==> src/rtl/lcd_pkg.sv <==
// Shared types and constants for the HD44780-style character-LCD refresh controller.
// FSM encodings, init command ROM, DDRAM address commands and counter sizing.
package lcd_pkg;

    typedef enum logic [2:0] {
        ST_PWRUP,
        ST_INIT,
        ST_ADDR1,
        ST_CHAR,
        ST_ADDR2,
        ST_FRAME
    } state_t;

    typedef enum logic [1:0] {
        BUS_IDLE,
        BUS_SETUP,
        BUS_EHI,
        BUS_WAIT
    } bus_state_t;

    localparam logic [7:0] LCD_ADDR_L1 = 8'h80;
    localparam logic [7:0] LCD_ADDR_L2 = 8'hC0;
    localparam logic [7:0] LCD_CMD_CLR = 8'h01;
    localparam int         INIT_LEN    = 6;
    localparam int         SETUP_CYC   = 2;

    // Power-up command ROM: 8-bit/2-line function set x3, display on, entry mode, clear.
    function automatic logic [7:0] init_cmd(input logic [2:0] idx);
        logic [7:0] c;
        case (idx)
            3'd0:    c = 8'h38;
            3'd1:    c = 8'h38;
            3'd2:    c = 8'h38;
            3'd3:    c = 8'h0C;
            3'd4:    c = 8'h06;
            3'd5:    c = LCD_CMD_CLR;
            default: c = 8'h00;
        endcase
        return c;
    endfunction

    // Width of a counter able to reach the largest of the timing constants.
    function automatic int cnt_width(input int a, input int b,
                                     input int c, input int d);
        int m;
        m = a;
        if (b > m) m = b;
        if (c > m) m = c;
        if (d > m) m = d;
        return $clog2(m + 1);
    endfunction

endpackage

==> src/rtl/lcd_bus_write.sv <==
// One LCD bus write: SETUP (2 clk) -> EHI (lcd_e high) -> WAIT (command/clear time).
// Data is re-sampled on the last SETUP clock so a registered character source can settle.
module lcd_bus_write
    import lcd_pkg::*;
#(
    parameter int E_HIGH_CYC = 12,
    parameter int CMD_CYC    = 2000,
    parameter int CLR_CYC    = 82000,
    parameter int CW         = 17
) (
    input  logic       clk,
    input  logic       rst,
    input  logic       start,
    input  logic       rs,
    input  logic [7:0] data,
    output logic       done,
    output logic       lcd_e,
    output logic       lcd_rs,
    output logic [7:0] lcd_data
);

    localparam logic [CW-1:0] SETUP_LAST = CW'(SETUP_CYC - 1);
    localparam logic [CW-1:0] EHI_LAST   = CW'(E_HIGH_CYC - 1);
    localparam logic [CW-1:0] CMD_LAST   = CW'(CMD_CYC - 1);
    localparam logic [CW-1:0] CLR_LAST   = CW'(CLR_CYC - 1);

    bus_state_t    state, state_nx;
    logic [CW-1:0] cnt, cnt_nx;
    logic          is_clr;
    logic [CW-1:0] wait_last;

    assign wait_last = is_clr ? CLR_LAST : CMD_LAST;

    // Phase sequencing and phase-length counting.
    always_comb begin
        state_nx = state;
        cnt_nx   = cnt + 1'b1;
        done     = 1'b0;
        unique case (state)
            BUS_IDLE: begin
                cnt_nx = '0;
                if (start) state_nx = BUS_SETUP;
            end
            BUS_SETUP: begin
                if (cnt == SETUP_LAST) begin
                    state_nx = BUS_EHI;
                    cnt_nx   = '0;
                end
            end
            BUS_EHI: begin
                if (cnt == EHI_LAST) begin
                    state_nx = BUS_WAIT;
                    cnt_nx   = '0;
                end
            end
            BUS_WAIT: begin
                if (cnt == wait_last) begin
                    done     = 1'b1;
                    state_nx = BUS_IDLE;
                    cnt_nx   = '0;
                end
            end
            default: begin
                state_nx = BUS_IDLE;
                cnt_nx   = '0;
            end
        endcase
    end

    // Phase register plus registered bus pins; data held through WAIT.
    always_ff @(posedge clk or posedge rst) begin
        if (rst) begin
            state    <= BUS_IDLE;
            cnt      <= '0;
            is_clr   <= 1'b0;
            lcd_e    <= 1'b0;
            lcd_rs   <= 1'b0;
            lcd_data <= 8'h00;
        end else begin
            state <= state_nx;
            cnt   <= cnt_nx;
            lcd_e <= (state_nx == BUS_EHI);
            if (state == BUS_IDLE && start) begin
                lcd_rs   <= rs;
                lcd_data <= data;
                is_clr   <= !rs && (data == LCD_CMD_CLR);
            end
            if (state == BUS_SETUP && cnt == SETUP_LAST) begin
                lcd_data <= data;
            end
        end
    end

endmodule

==> src/rtl/lcd_refresh_ctrl.sv <==
// Character-LCD refresh master: power-up wait, init commands, then endless 2x16 refresh.
// Optional LCD_REFRESH_HOLD_EN adds a hold input that parks the refresh at frame boundaries.
module lcd_refresh_ctrl
    import lcd_pkg::*;
#(
    parameter int POWERUP_CYC = 750000,
    parameter int E_HIGH_CYC  = 12,
    parameter int CMD_CYC     = 2000,
    parameter int CLR_CYC     = 82000
) (
    input  logic       clk,
    input  logic       rst,
    input  logic [7:0] char_in,
`ifdef LCD_REFRESH_HOLD_EN
    input  logic       hold,
`endif
    output logic [4:0] index,
    output logic       lcd_e,
    output logic       lcd_rs,
    output logic       lcd_rw,
    output logic [7:0] lcd_data,
    output logic       init_done,
    output logic       frame_done
);

    localparam int            CW       = cnt_width(POWERUP_CYC, CLR_CYC,
                                                   CMD_CYC, E_HIGH_CYC);
    localparam logic [CW-1:0] PWR_LAST = CW'(POWERUP_CYC - 1);
    localparam logic [2:0]    INIT_LST = 3'(INIT_LEN - 1);

    state_t        state, state_nx;
    logic [CW-1:0] cnt;
    logic [2:0]    init_idx;
    logic [4:0]    pos;
    logic          busy;
    logic          start, done, park;
    logic          wr_rs;
    logic [7:0]    wr_cmd, wr_data;

`ifdef LCD_REFRESH_HOLD_EN
    assign park = hold;
`else
    assign park = 1'b0;
`endif

    assign lcd_rw  = 1'b0;
    assign wr_data = wr_rs ? char_in : wr_cmd;

    // Sequencer: each write state issues once, then advances on the write's done.
    always_comb begin
        state_nx = state;
        start    = 1'b0;
        wr_rs    = 1'b0;
        wr_cmd   = 8'h00;
        unique case (state)
            ST_PWRUP: begin
                if (cnt == PWR_LAST) state_nx = ST_INIT;
            end
            ST_INIT: begin
                wr_cmd = init_cmd(init_idx);
                start  = !busy;
                if (done && init_idx == INIT_LST) state_nx = ST_ADDR1;
            end
            ST_ADDR1: begin
                wr_cmd = LCD_ADDR_L1;
                start  = !busy;
                if (done) state_nx = ST_CHAR;
            end
            ST_CHAR: begin
                wr_rs = 1'b1;
                start = !busy;
                if (done && pos == 5'd15) state_nx = ST_ADDR2;
                if (done && pos == 5'd31) state_nx = ST_FRAME;
            end
            ST_ADDR2: begin
                wr_cmd = LCD_ADDR_L2;
                start  = !busy;
                if (done) state_nx = ST_CHAR;
            end
            ST_FRAME: begin
                if (!park) state_nx = ST_ADDR1;
            end
            default: state_nx = ST_PWRUP;
        endcase
    end

    // State, power-up counter, list position and status flags.
    always_ff @(posedge clk or posedge rst) begin
        if (rst) begin
            state      <= ST_PWRUP;
            cnt        <= '0;
            init_idx   <= '0;
            pos        <= '0;
            busy       <= 1'b0;
            index      <= '0;
            init_done  <= 1'b0;
            frame_done <= 1'b0;
        end else begin
            state <= state_nx;
            cnt   <= (state == ST_PWRUP) ? cnt + 1'b1 : '0;
            if (start) busy <= 1'b1;
            else if (done) busy <= 1'b0;
            if (state == ST_INIT && done) begin
                init_idx <= init_idx + 1'b1;
                if (init_idx == INIT_LST) init_done <= 1'b1;
            end
            if (state == ST_CHAR && start) index <= pos;
            if (state == ST_CHAR && done) pos <= pos + 1'b1;
            if (state_nx == ST_FRAME && state != ST_FRAME) index <= '0;
            frame_done <= (state_nx == ST_FRAME) && (state != ST_FRAME);
        end
    end

    lcd_bus_write #(
        .E_HIGH_CYC (E_HIGH_CYC),
        .CMD_CYC    (CMD_CYC),
        .CLR_CYC    (CLR_CYC),
        .CW         (CW)
    ) u_bus (
        .clk      (clk),
        .rst      (rst),
        .start    (start),
        .rs       (wr_rs),
        .data     (wr_data),
        .done     (done),
        .lcd_e    (lcd_e),
        .lcd_rs   (lcd_rs),
        .lcd_data (lcd_data)
    );

endmodule

==> config.mk <==
export PLATFORM = sky130hd
export DESIGN_NAME = lcd_refresh_ctrl
export DESIGN_NICKNAME = d
export VERILOG_FILES = /design/src/rtl/lcd_pkg.sv /design/src/rtl/lcd_bus_write.sv /design/src/rtl/lcd_refresh_ctrl.sv
export SDC_FILE = /design/constraint.sdc
export NUM_CORES = 1
export LEC_CHECK = 0
export CAP_MARGIN = 5
export CORE_MARGIN = 3
export CORE_UTILIZATION = 51
export CTS_BUF_LIST = sky130_fd_sc_hd__clkbuf_16
export CTS_CLUSTER_SIZE = 25
export DETAILED_ROUTE_END_ITERATION = 8
export HOLD_SLACK_MARGIN = 0.08
export PLACE_DENSITY = 0.74
export SYNTH_ARGS = -nofsm -noshare
export SYNTH_HDL_FRONTEND = slang
export SYNTH_SLANG_ARGS = --single-unit
==> constraint.sdc <==
create_clock -name clk -period 2.1 [get_ports clk]
set_clock_uncertainty 0.1 [all_clocks]
set_input_delay 0.315 -clock clk [delete_from_list [all_inputs] [get_ports clk]]
set_output_delay 0.315 -clock clk [all_outputs]
set_load 0.01 [all_outputs]
==> implementation parameters <==
Parameter                              Value

Outcome
  Run status    finished with violations
  Violated checks    negative setup slack

Clock tree
  Clock tree buffer depth    2
  CTS tree    built
  Hold-fix buffers at CTS    0
  Maximum level of the CTS H-tree    3
  Number of sinks driven by the clock tree    72
  Later-pin clock latency in the skew report    0.33 ns
  Cts bufs inserted    9
  Clock transition at the registers of the reported paths    0.06 ns
  Root buffer cell    clkbuf_16

Logic synthesis
  Most instantiated flip-flop cell in the synthesis netlist    dfrtp_1
  Per-instance average area after synthesis    9.96 µm²
  Number of distinct library cells after synthesis    53
  Net Count, Synth    392
  Share of async-settable or async-resettable flops after synthesis    1.00
  Syn. warnings    0
  Cell type with the largest total area after synthesis    dfrtp_1
  Gate count of the mapped netlist    371
  Top cell type's share of synthesized area    0.488
  Sequential cell area fraction in the yosys report    0.488
  FF+latch count, synth    72
  Number of synthesized flops with an enable pin    0
  Area of the mapped netlist    3690 µm²
  Area contributors post-synth    dfrtp_1, nor2_1, xnor2_1, xor2_1, ha_1

Floorplanning
  Die Footprint    8300 µm²
  Floorplan die height    91.1 µm
  Initial core utilization    0.535
  Top-Level Pins    28
  Placeable core region    6910 µm²
  X dimension of the die    91.1 µm
  Cell row count    30

Placement
  Dpl hpwl    5.20 mm
  Number of buffers inserted by port buffering    26
  DP Cell Count    509
  Gpl congestion    0.834
  Post-placement worst setup slack    -0.104 ns
  Area after DPL    4250 µm²

Timing
  Worst-Margin Slew    0.693 ns
  Part of the cycle the worst path needs    1.00
  Slew headroom    0.537
  PnR worst setup slack    -0.00193 ns
  Number of pins with negative max-slew slack in the final report    0
  Final Hold Vio Count    0
  RSZ-0062 raised after global routing    yes
  Setup-violating endpoint count in the final report    1
  Fmax    476 MHz
  Final Critical Period    2.10 ns

Worst setup path
  Signal arrival time at the worst endpoint    2.20 ns
  Worst Path Max Fanout    6
  Kind of critical path    reg2reg
  Kind of launch point of the worst setup path    register
  Category of the worst setup path capture point    register
  Required time of the critical path    2.20 ns

GRT
  Pin count of the biggest net entering global routing    73
  Number of antenna violations at the first check in global routing    0
  GR Util All Layers    0.193
  First-pass GRT wire length    13.0 mm
  Vias in the first global route    2819
  Final global-route overflow total    0

Layout
  Count of fill cells added during filler insertion    506
  Proportion of layout cells with a drive suffix above 1    0.189
  Layout Cells excl Fill    534
  Final Instance Area    4690 µm²
  Area added between synthesis and finish    27.1%
  Number of diodes added for antenna fixing    0
  Net count, final    454

Power and ir drop
  Peak supply drop    506 µV
  Cell leakage power    0.00210 µW
  Areal power density over the cells    618 nW/µm²

Drt
  Number of design rule violations left after detail routing    0
  Final wirelength    7.74 mm
  Drt via density    5.38
  Count of nets left with antenna violations after detail routing    0
  Drt first-iter violations    152
  Detailed-routing iteration count for the pre-antenna-repair pass    4
  Final routed wire length divided by cell count    14.5 µm
  Vias after detailed routing    2875

Min path
  Worst hold path type    in2async

Run
  Count of maximum capacitance violations    0
worst max-delay path: stages (launching register included):
cell and delay [ns]:
dfrtp_1 0.41, or3_4 0.41, o32ai_4 0.16, nand4_1 0.16, buf_4 0.18, a2bb2oi_2 0.15, a41oi_4 0.33, a21oi_1 0.07
cell families (layout without fill, tap and decap cells):
logic type / count (synthesis) / count (layout) / share of synthesized area
buffers and inverters: 25 / 92 / 0.0278
other: 1 / 1 / 0.00101
DFF: 72 / 72 / 0.488
AOI/OAI and AO/OA: 51 / 51 / 0.102
adders and majority gates: 11 / 11 / 0.0372
muxes: 9 / 9 / 0.0268
and+or+nand+nor: 162 / 162 / 0.223
xor gates and xnor gates: 40 / 40 / 0.0948
cells in the mapped netlist, drive strengths merged, types with 2 or more instances:
master and instances:
nor4 3, and4 5, buf 6, nor2 62
a21o 3, o21ai 16, dfrtp 72, inv 13
or3 7, nand4 11, nor3b 4, mux2i 2
and3 13, xnor2 24, xor2 16, and2 2
o22a 3, a32o 2, nand2 25, clkbuf 6
a21oi 15, nor2b 4, ha 11, nand3 15
mux2 7, nor3 7
routing by layer:
| layer | wire length (µm) | vias to the layer above | GRT usage |
|---|---|---|---|
| met5 | 0 | - | 0 |
| li1 | - | 1408 | - |
| met4 | 93 | 0 | 0.0716 |
| met3 | 338 | 9 | 0.0555 |
| met2 | 3740 | 60 | 0.310 |
| met1 | 3570 | 1398 | 0.248 |
layout by cell type (no fill, tap or decap), types with 3 or more instances in the layout:
cell type and n:
nor2_1 59, mux2_1 3, clkbuf_16 9, xnor2_1 24
nand4_1 11, buf_4 36, mux2_2 4, clkdlybuf4s50_1 26
or3_1 6, inv_1 12, and3_1 11, xor2_1 16
nor2b_1 3, and4_1 3, nor3_1 5, o22a_1 3
nor3b_1 3, clkinvlp_4 3, o21ai_0 14, nand2_1 25
ha_1 10, a21o_1 3, dfrtp_1 71, a21oi_1 13
nand3_1 14
registers in the layout, indices dropped and copies added (netlist names):
signal	cells
init_done	1
u_bus.lcd_data	8
u_bus.lcd_rs	1
pos	5
state	3
frame_done	1
u_bus.is_clr	1
init_idx	3
u_bus.cnt	20
u_bus.state	2
index	5
cnt	20
busy	1
u_bus.lcd_e	1
stage by stage:
stage,TNS (ns),total power [µW],utilization,hold WS [ns]
finish,-0.00193,2900,0.680,0.346
global route,-0.335,3010,0.680,0.380
CTS,0,2940,0.661,0.361
detailed placement,-0.490,1460,0.615,0.343
global placement,0,1460,0.615,0.340
floorplan,0,1440,-,0.324
area by class of cell:
cell class	count	area, µm²	share of cell area
Clock buffer	9	225	0.0480
Inverter	13	52.6	0.0112
Multi-Input combinational cell	274	1880	0.401
Sequential cell	72	1800	0.384
Timing Repair Buffer	63	551	0.117
Clock inverter	7	62.6	0.0133
Tap cell	96	120	0.0256
worst paths after layout:
path                         startpoint           endpoint  slack [ns]  cells past startpoint
min reg2reg                      cnt[0]             cnt[0]        0.36                      1
min in group clk                 cnt[0]             cnt[0]        0.36                      1
max reg2reg                u_bus.cnt[9]           index[2]      -0.002                      7
min                                 rst  u_bus.lcd_data[6]        0.35                      3
max in group asynchronous           rst      u_bus.cnt[10]        1.25                      3
max                        u_bus.cnt[9]           index[2]      -0.002                      7
power by group:
group          internal (µW)  switching, µW
Clock                    906            559
Sequential              1390              0
Combinational           19.0           30.5
what timing repair did:
item | 4_1_cts | 5_1_grt
pin swaps | 2 | 6
setup endpoints to repair | 10 | 30
buffers inserted | 3 | 6
resized for setup | 2 | 19
Note: power is estimated with default switching activity, not from simulation.
